**src/rtl/snn_pkg.sv**
```systemverilog
// Shared widths, types and the weight clamp used by the spiking-neuron datapath.
package snn_pkg;

    localparam int WEIGHT_W = 8;
    localparam int TRACE_W  = 4;
    localparam int SUM_W    = WEIGHT_W + 2;

    typedef logic [WEIGHT_W-1:0] weight_t;
    typedef logic [TRACE_W-1:0]  trace_t;
    typedef logic signed [SUM_W-1:0] wsum_t;

    // Saturate a signed weight sum into [lo, hi]; the sum never needs wrapping.
    function automatic weight_t clamp_weight(input wsum_t sum, input weight_t lo, input weight_t hi);
        weight_t res;
        if (sum < $signed({2'b00, lo})) begin
            res = lo;
        end else if (sum > $signed({2'b00, hi})) begin
            res = hi;
        end else begin
            res = sum[WEIGHT_W-1:0];
        end
        return res;
    endfunction

endpackage

```
**src/rtl/spike_trace.sv**
```systemverilog
// Spike trace counter: reloads on a spike, decays by one on each prescaler tick.
module spike_trace
    import snn_pkg::*;
#(
    parameter int TRACE_MAX = 15
) (
    input  logic   clk,
    input  logic   rst,
    input  logic   spike,
    input  logic   tick,
    output trace_t trace
);

    trace_t trace_r;

    // Trace register: a spike reload takes priority over a decay tick.
    always_ff @(posedge clk) begin
        if (rst) begin
            trace_r <= {TRACE_W{1'b0}};
        end else if (spike) begin
            trace_r <= TRACE_W'(TRACE_MAX);
        end else if (tick && (trace_r != {TRACE_W{1'b0}})) begin
            trace_r <= trace_r - TRACE_W'(1);
        end else begin
            trace_r <= trace_r;
        end
    end

    assign trace = trace_r;

endmodule

```
**src/rtl/stdp_synapse.sv**
```systemverilog
// Plastic synapse: drives the neuron input current and adapts its weight by pair-based STDP.
module stdp_synapse
    import snn_pkg::*;
#(
    parameter int W_INIT    = 64,
    parameter int W_MIN     = 0,
    parameter int W_MAX     = 255,
    parameter int TRACE_MAX = 15,
    parameter int DECAY_DIV = 4,
    parameter int LTP_SHIFT = 1,
    parameter int LTD_SHIFT = 2
) (
    input  logic                clk,
    input  logic                rst,
    input  logic                pre_spike,
    input  logic                post_spike,
    input  logic                learn_en,
    output logic [WEIGHT_W-1:0] current,
    output logic [WEIGHT_W-1:0] weight,
    output logic [TRACE_W-1:0]  trace_pre,
    output logic [TRACE_W-1:0]  trace_post
);

    localparam int PRE_W = (DECAY_DIV > 1) ? $clog2(DECAY_DIV) : 1;

    logic [PRE_W-1:0] presc_r;
    logic             tick_s;
    weight_t          weight_r;
    weight_t          current_r;
    weight_t          weight_nxt_s;
    trace_t           trace_pre_s;
    trace_t           trace_post_s;
    trace_t           ltp_s;
    trace_t           ltd_s;
    wsum_t            sum_s;

    assign tick_s = (presc_r == PRE_W'(DECAY_DIV - 1));

    // Free-running decay prescaler, independent of spike activity.
    always_ff @(posedge clk) begin
        if (rst) begin
            presc_r <= {PRE_W{1'b0}};
        end else if (tick_s) begin
            presc_r <= {PRE_W{1'b0}};
        end else begin
            presc_r <= presc_r + PRE_W'(1);
        end
    end

    spike_trace #(.TRACE_MAX(TRACE_MAX)) u_trace_pre (
        .clk   (clk),
        .rst   (rst),
        .spike (pre_spike),
        .tick  (tick_s),
        .trace (trace_pre_s)
    );

    spike_trace #(.TRACE_MAX(TRACE_MAX)) u_trace_post (
        .clk   (clk),
        .rst   (rst),
        .spike (post_spike),
        .tick  (tick_s),
        .trace (trace_post_s)
    );

    // Weight update from the registered traces, so same-cycle reloads never count as a pair.
    always_comb begin
        ltp_s        = {TRACE_W{1'b0}};
        ltd_s        = {TRACE_W{1'b0}};
        weight_nxt_s = weight_r;
        if (post_spike) begin
            ltp_s = trace_pre_s >> LTP_SHIFT;
        end else begin
            ltp_s = {TRACE_W{1'b0}};
        end
        if (pre_spike) begin
            ltd_s = trace_post_s >> LTD_SHIFT;
        end else begin
            ltd_s = {TRACE_W{1'b0}};
        end
        sum_s = $signed({2'b00, weight_r})
              + $signed({{(SUM_W-TRACE_W){1'b0}}, ltp_s})
              - $signed({{(SUM_W-TRACE_W){1'b0}}, ltd_s});
        if (learn_en) begin
            weight_nxt_s = clamp_weight(sum_s, weight_t'(W_MIN), weight_t'(W_MAX));
        end else begin
            weight_nxt_s = weight_r;
        end
    end

    // Weight and current registers; current uses the weight from before this cycle's update.
    always_ff @(posedge clk) begin
        if (rst) begin
            weight_r  <= weight_t'(W_INIT);
            current_r <= {WEIGHT_W{1'b0}};
        end else begin
            weight_r  <= weight_nxt_s;
            current_r <= pre_spike ? weight_r : {WEIGHT_W{1'b0}};
        end
    end

    assign current    = current_r;
    assign weight     = weight_r;
    assign trace_pre  = trace_pre_s;
    assign trace_post = trace_post_s;

endmodule
```
**config.mk**
```make
export PLATFORM = sky130hd
export DESIGN_NAME = stdp_synapse
export DESIGN_NICKNAME = d
export VERILOG_FILES = /design/src/rtl/snn_pkg.sv /design/src/rtl/spike_trace.sv /design/src/rtl/stdp_synapse.sv
export SDC_FILE = /design/constraint.sdc
export NUM_CORES = 1
export LEC_CHECK = 0
export BUFFER_PORTS_ARGS = -buffer_cell sky130_fd_sc_hd__buf_2
export CORE_MARGIN = 5
export CORE_UTILIZATION = 27
export DETAILED_ROUTE_END_ITERATION = 6
export GPL_ROUTABILITY_DRIVEN = 1
export SYNTH_ARGS = -nofsm -noshare
export SYNTH_HDL_FRONTEND = slang
export SYNTH_HIERARCHICAL = 1
export SYNTH_SLANG_ARGS = --single-unit
```
**constraint.sdc**
```tcl
create_clock -name clk -period 8.09 [get_ports clk]
set_clock_uncertainty 0.2 [all_clocks]
set_input_delay 1.618 -clock clk [delete_from_list [all_inputs] [get_ports clk]]
set_output_delay 1.618 -clock clk [all_outputs]
set_load 0.03 [all_outputs]
```
==> metrics.csv <==
stage,metric,value,unit
outcome,status,"complete, no violations",
pwr,"Power, Total",0.7239,mW
cts,clock tree buffer depth,2,
timing,fin. max-slew vios,0,
route,initial DRC count,33,
timing,final hold viol count,0,
logic_synthesis,xor and xnor area share after synthesis,2.184,%
timing,min Tclk post-route,4017,ps
critical_path,critical path data required time,8030,ps
grt,vias in the first global route,1365,
cts,Post-CTS Hold Fix Bufs,0,
placed_design,Placed Area,1813,um^2
logic_synthesis,Syn Std Cell Area,1604,um^2
cts,clk root buf,clkbuf_8,
route,DR vias/cell,4.898,
grt,first-pass GRT wire length,6.120,mm
floorplan,Starting Density,27.42,%
critical_path,Worst Setup SP,post_spike,
min_path,hold wc startpoint,presc_r[0],
logic_synthesis,sequential-to-total area share from yosys stat,32.45,%
route,wire length per cell,12.68,um
layout,most frequent cells in the layout,"buf_2, dfxtp_1, a21oi_1, inv_1, ha_1",
layout,final net count,233,
floorplan,die area,7582,um^2
placed_design,dpl cells,281,
timing,TNS Setup,0,ps
cts,worst-skew pair later-pin latency,270,ps
cts,CTS buffer count,3,
floorplan,DIE WIDTH,87.08,um
floorplan,std cell rows,28,
grt,largest net degree at the start of global routing,17,
grt,antenna violations before repair,0,
run,max-cap violations,0,
floorplan,IO Count,29,
logic_synthesis,Synth Area in Simple Gates,22.15,%
layout,area grow syn2layout,17.47,%
logic_synthesis,Compound-Gate Fraction of Synth Area,22.00,%
floorplan,Die Y-Extent,87.08,um
layout,filler instances,604,
cts,Clock Sinks,26,
grt,GRT Overall Usage,9.835,%
logic_synthesis,mux contribution to synthesized area,1.248,%
logic_synthesis,"Avg Cell Area, Syn",8.813,um^2
pwr,Max IR drop VDD,112.0,uV
placed_design,IO Port Bufs,28,
placed_design,gpl congestion,0.8560,
cts,cts repair resizes,0,
logic_synthesis,count of different cell masters after synthesis,44,
logic_synthesis,Synth Flop Type,dfxtp_1,
logic_synthesis,largest family of logic cells by synthesized area,simple AND/OR/NAND/NOR gates,
cts,H-tree lvl count,1,
layout,final std cells w/o fill,285,
floorplan,core box area,5851,um^2
min_path,Hold Crit Class,register to register,
timing,final setup fails,0,
cts,Clock transition at path regs,90,ps
pwr,P per Cell Area,384.2,nW/um^2
logic_synthesis,yosys warns,6,
logic_synthesis,syn_nets,204,
route,routed vias,1396,
route,Routed Antenna Nets,0,
layout,"commonest non-fill, non-tap cell in the layout",buf_2,
critical_path,Worst Path Arrival,3960,ps
timing,RSZ-0062 raised after global routing,false,
timing,fmax,0.2489,GHz
critical_path,crit end category,register,
grt,grt total ovfl,0,
logic_synthesis,Mapped Cells,182,
layout,share of cells above drive strength 1,20.00,%
layout,diode count,0,
critical_path,crit path kind,input port to register,
cts,# Post-CTS Setup Buffers,0,
logic_synthesis,Post-synth ARST share,0,%
logic_synthesis,Post-synth EDFFs,0,
pwr,Leak,0.8413,nW
route,final wirelength,3.614,mm
logic_synthesis,Seq cells post-synth,26,
critical_path,Reg-to-Reg Start,u_trace_pre/trace[2],
placed_design,HPWL Detailed,2.789,mm
route,DRC viols,0,
cts,CTS tree,yes,
timing,Hold WS,241.3,ps
timing,Worst-Margin Slew,572.4,ps
timing,Tcrit/Tclk final,49.65,%
timing,Rel. slew slack,61.76,%
route,Initial DRT Pass Iterations,4,
logic_synthesis,Adder-Cell Fraction of Synth Area,14.20,%
critical_path,CP max FO,6,
layout,final instance area,1884,um^2
critical_path,CP Launch Type,input port,
==> power by group <==
part / switching [mW] / total, mW / internal [mW] / leakage (nW)
combinational: 0.259 / 0.433 / 0.174 / 0.591
clock: 0.0420 / 0.108 / 0.0662 / 0.0357
sequential: 0.0283 / 0.182 / 0.154 / 0.215
total: 0.330 / 0.724 / 0.394 / 0.841
==> final cells by class <==
type | count | area [um^2] | area share [%]
multi-input combinational | 134 | 991.0 | 52.59
sequential | 26 | 520.5 | 27.62
clock inverter | 1 | 30.03 | 1.594
clock buffer | 3 | 41.29 | 2.191
inverter | 18 | 67.56 | 3.586
timing repair buffer | 28 | 140.1 | 7.437
tap | 75 | 93.84 | 4.980
==> critical path, stage by stage <==
cell and delay, ps:
buf_2 120, and2_1 140, fa_1 490, fa_1 480
a21o_4 250, a41oi_4 240, a211oi_2 110, nor3b_2 370
a221oi_1 130
==> Yosys cell counts (2+ instances only) <==
cell / number / area share [%]
or3_1: 2 / 0.78
o31ai_1: 6 / 2.8
ha_1: 15 / 12
nor2b_1: 3 / 1.2
a31oi_1: 5 / 2.0
inv_1: 18 / 4.2
mux2i_1: 2 / 1.2
nor3_1: 2 / 0.62
nor4b_1: 4 / 2.2
nand3_1: 3 / 0.94
nand4b_1: 2 / 1.1
xnor2_1: 3 / 1.6
a21o_1: 3 / 1.4
nand2_1: 14 / 3.3
a21oi_1: 19 / 5.9
a221oi_1: 3 / 1.6
a41o_1: 2 / 1.2
or3b_4: 2 / 1.4
dfxtp_1: 26 / 32
nand4_1: 2 / 0.78
nor2_1: 11 / 2.6
fa_1: 2 / 2.5
and2_1: 10 / 3.9
nand2b_1: 2 / 0.78
o21ai_0: 2 / 0.62
==> routing by layer <==
layer / global-route usage, % / vias to the layer above / part of all wire, %
met5: 0 / - / 0
met4: 3.824 / 0 / 1.1
met3: 1.230 / 2 / 4.1
met2: 17.32 / 26 / 49
met1: 12.06 / 656 / 46
li1: - / 712 / -
==> registers in the layout, indices dropped and copies added (netlist names) <==
| name | flops |
|---|---|
| presc_r | 2 |
| u_trace_post/trace | 4 |
| weight | 8 |
| u_trace_pre/trace | 4 |
| current | 8 |
==> path summary, 6_finish.rpt <==
path | to | slack, ps | cells after the start
worst max-delay path | weight[0] | 4070 | 9
worst min-delay path | presc_r[0] | 240 | 1
worst max register to register | weight[0] | 5110 | 8
worst min register to register | presc_r[0] | 240 | 1
==> cell families (layout without fill, tap and decap cells) <==
kind of cell / after synthesis / count (layout)
adder cells (fa/ha/maj): 17 / 17
AND/OR/NAND/NOR: 62 / 62
XOR/XNOR: 4 / 4
flip-flops: 26 / 26
buffers and inverters: 22 / 50
multiplexers: 2 / 2
AO/OA/AOI/OAI: 49 / 49
==> through the flow <==
step                      setup slack [ps]  utilization, %
after global placement                3780           30.99
after detailed placement              3789           30.99
after global routing                  3919           32.21
after CTS                             4087           32.21
after floorplan                       4054               -
final                                 4073           32.21
Note: power is estimated with default switching activity, not from simulation.
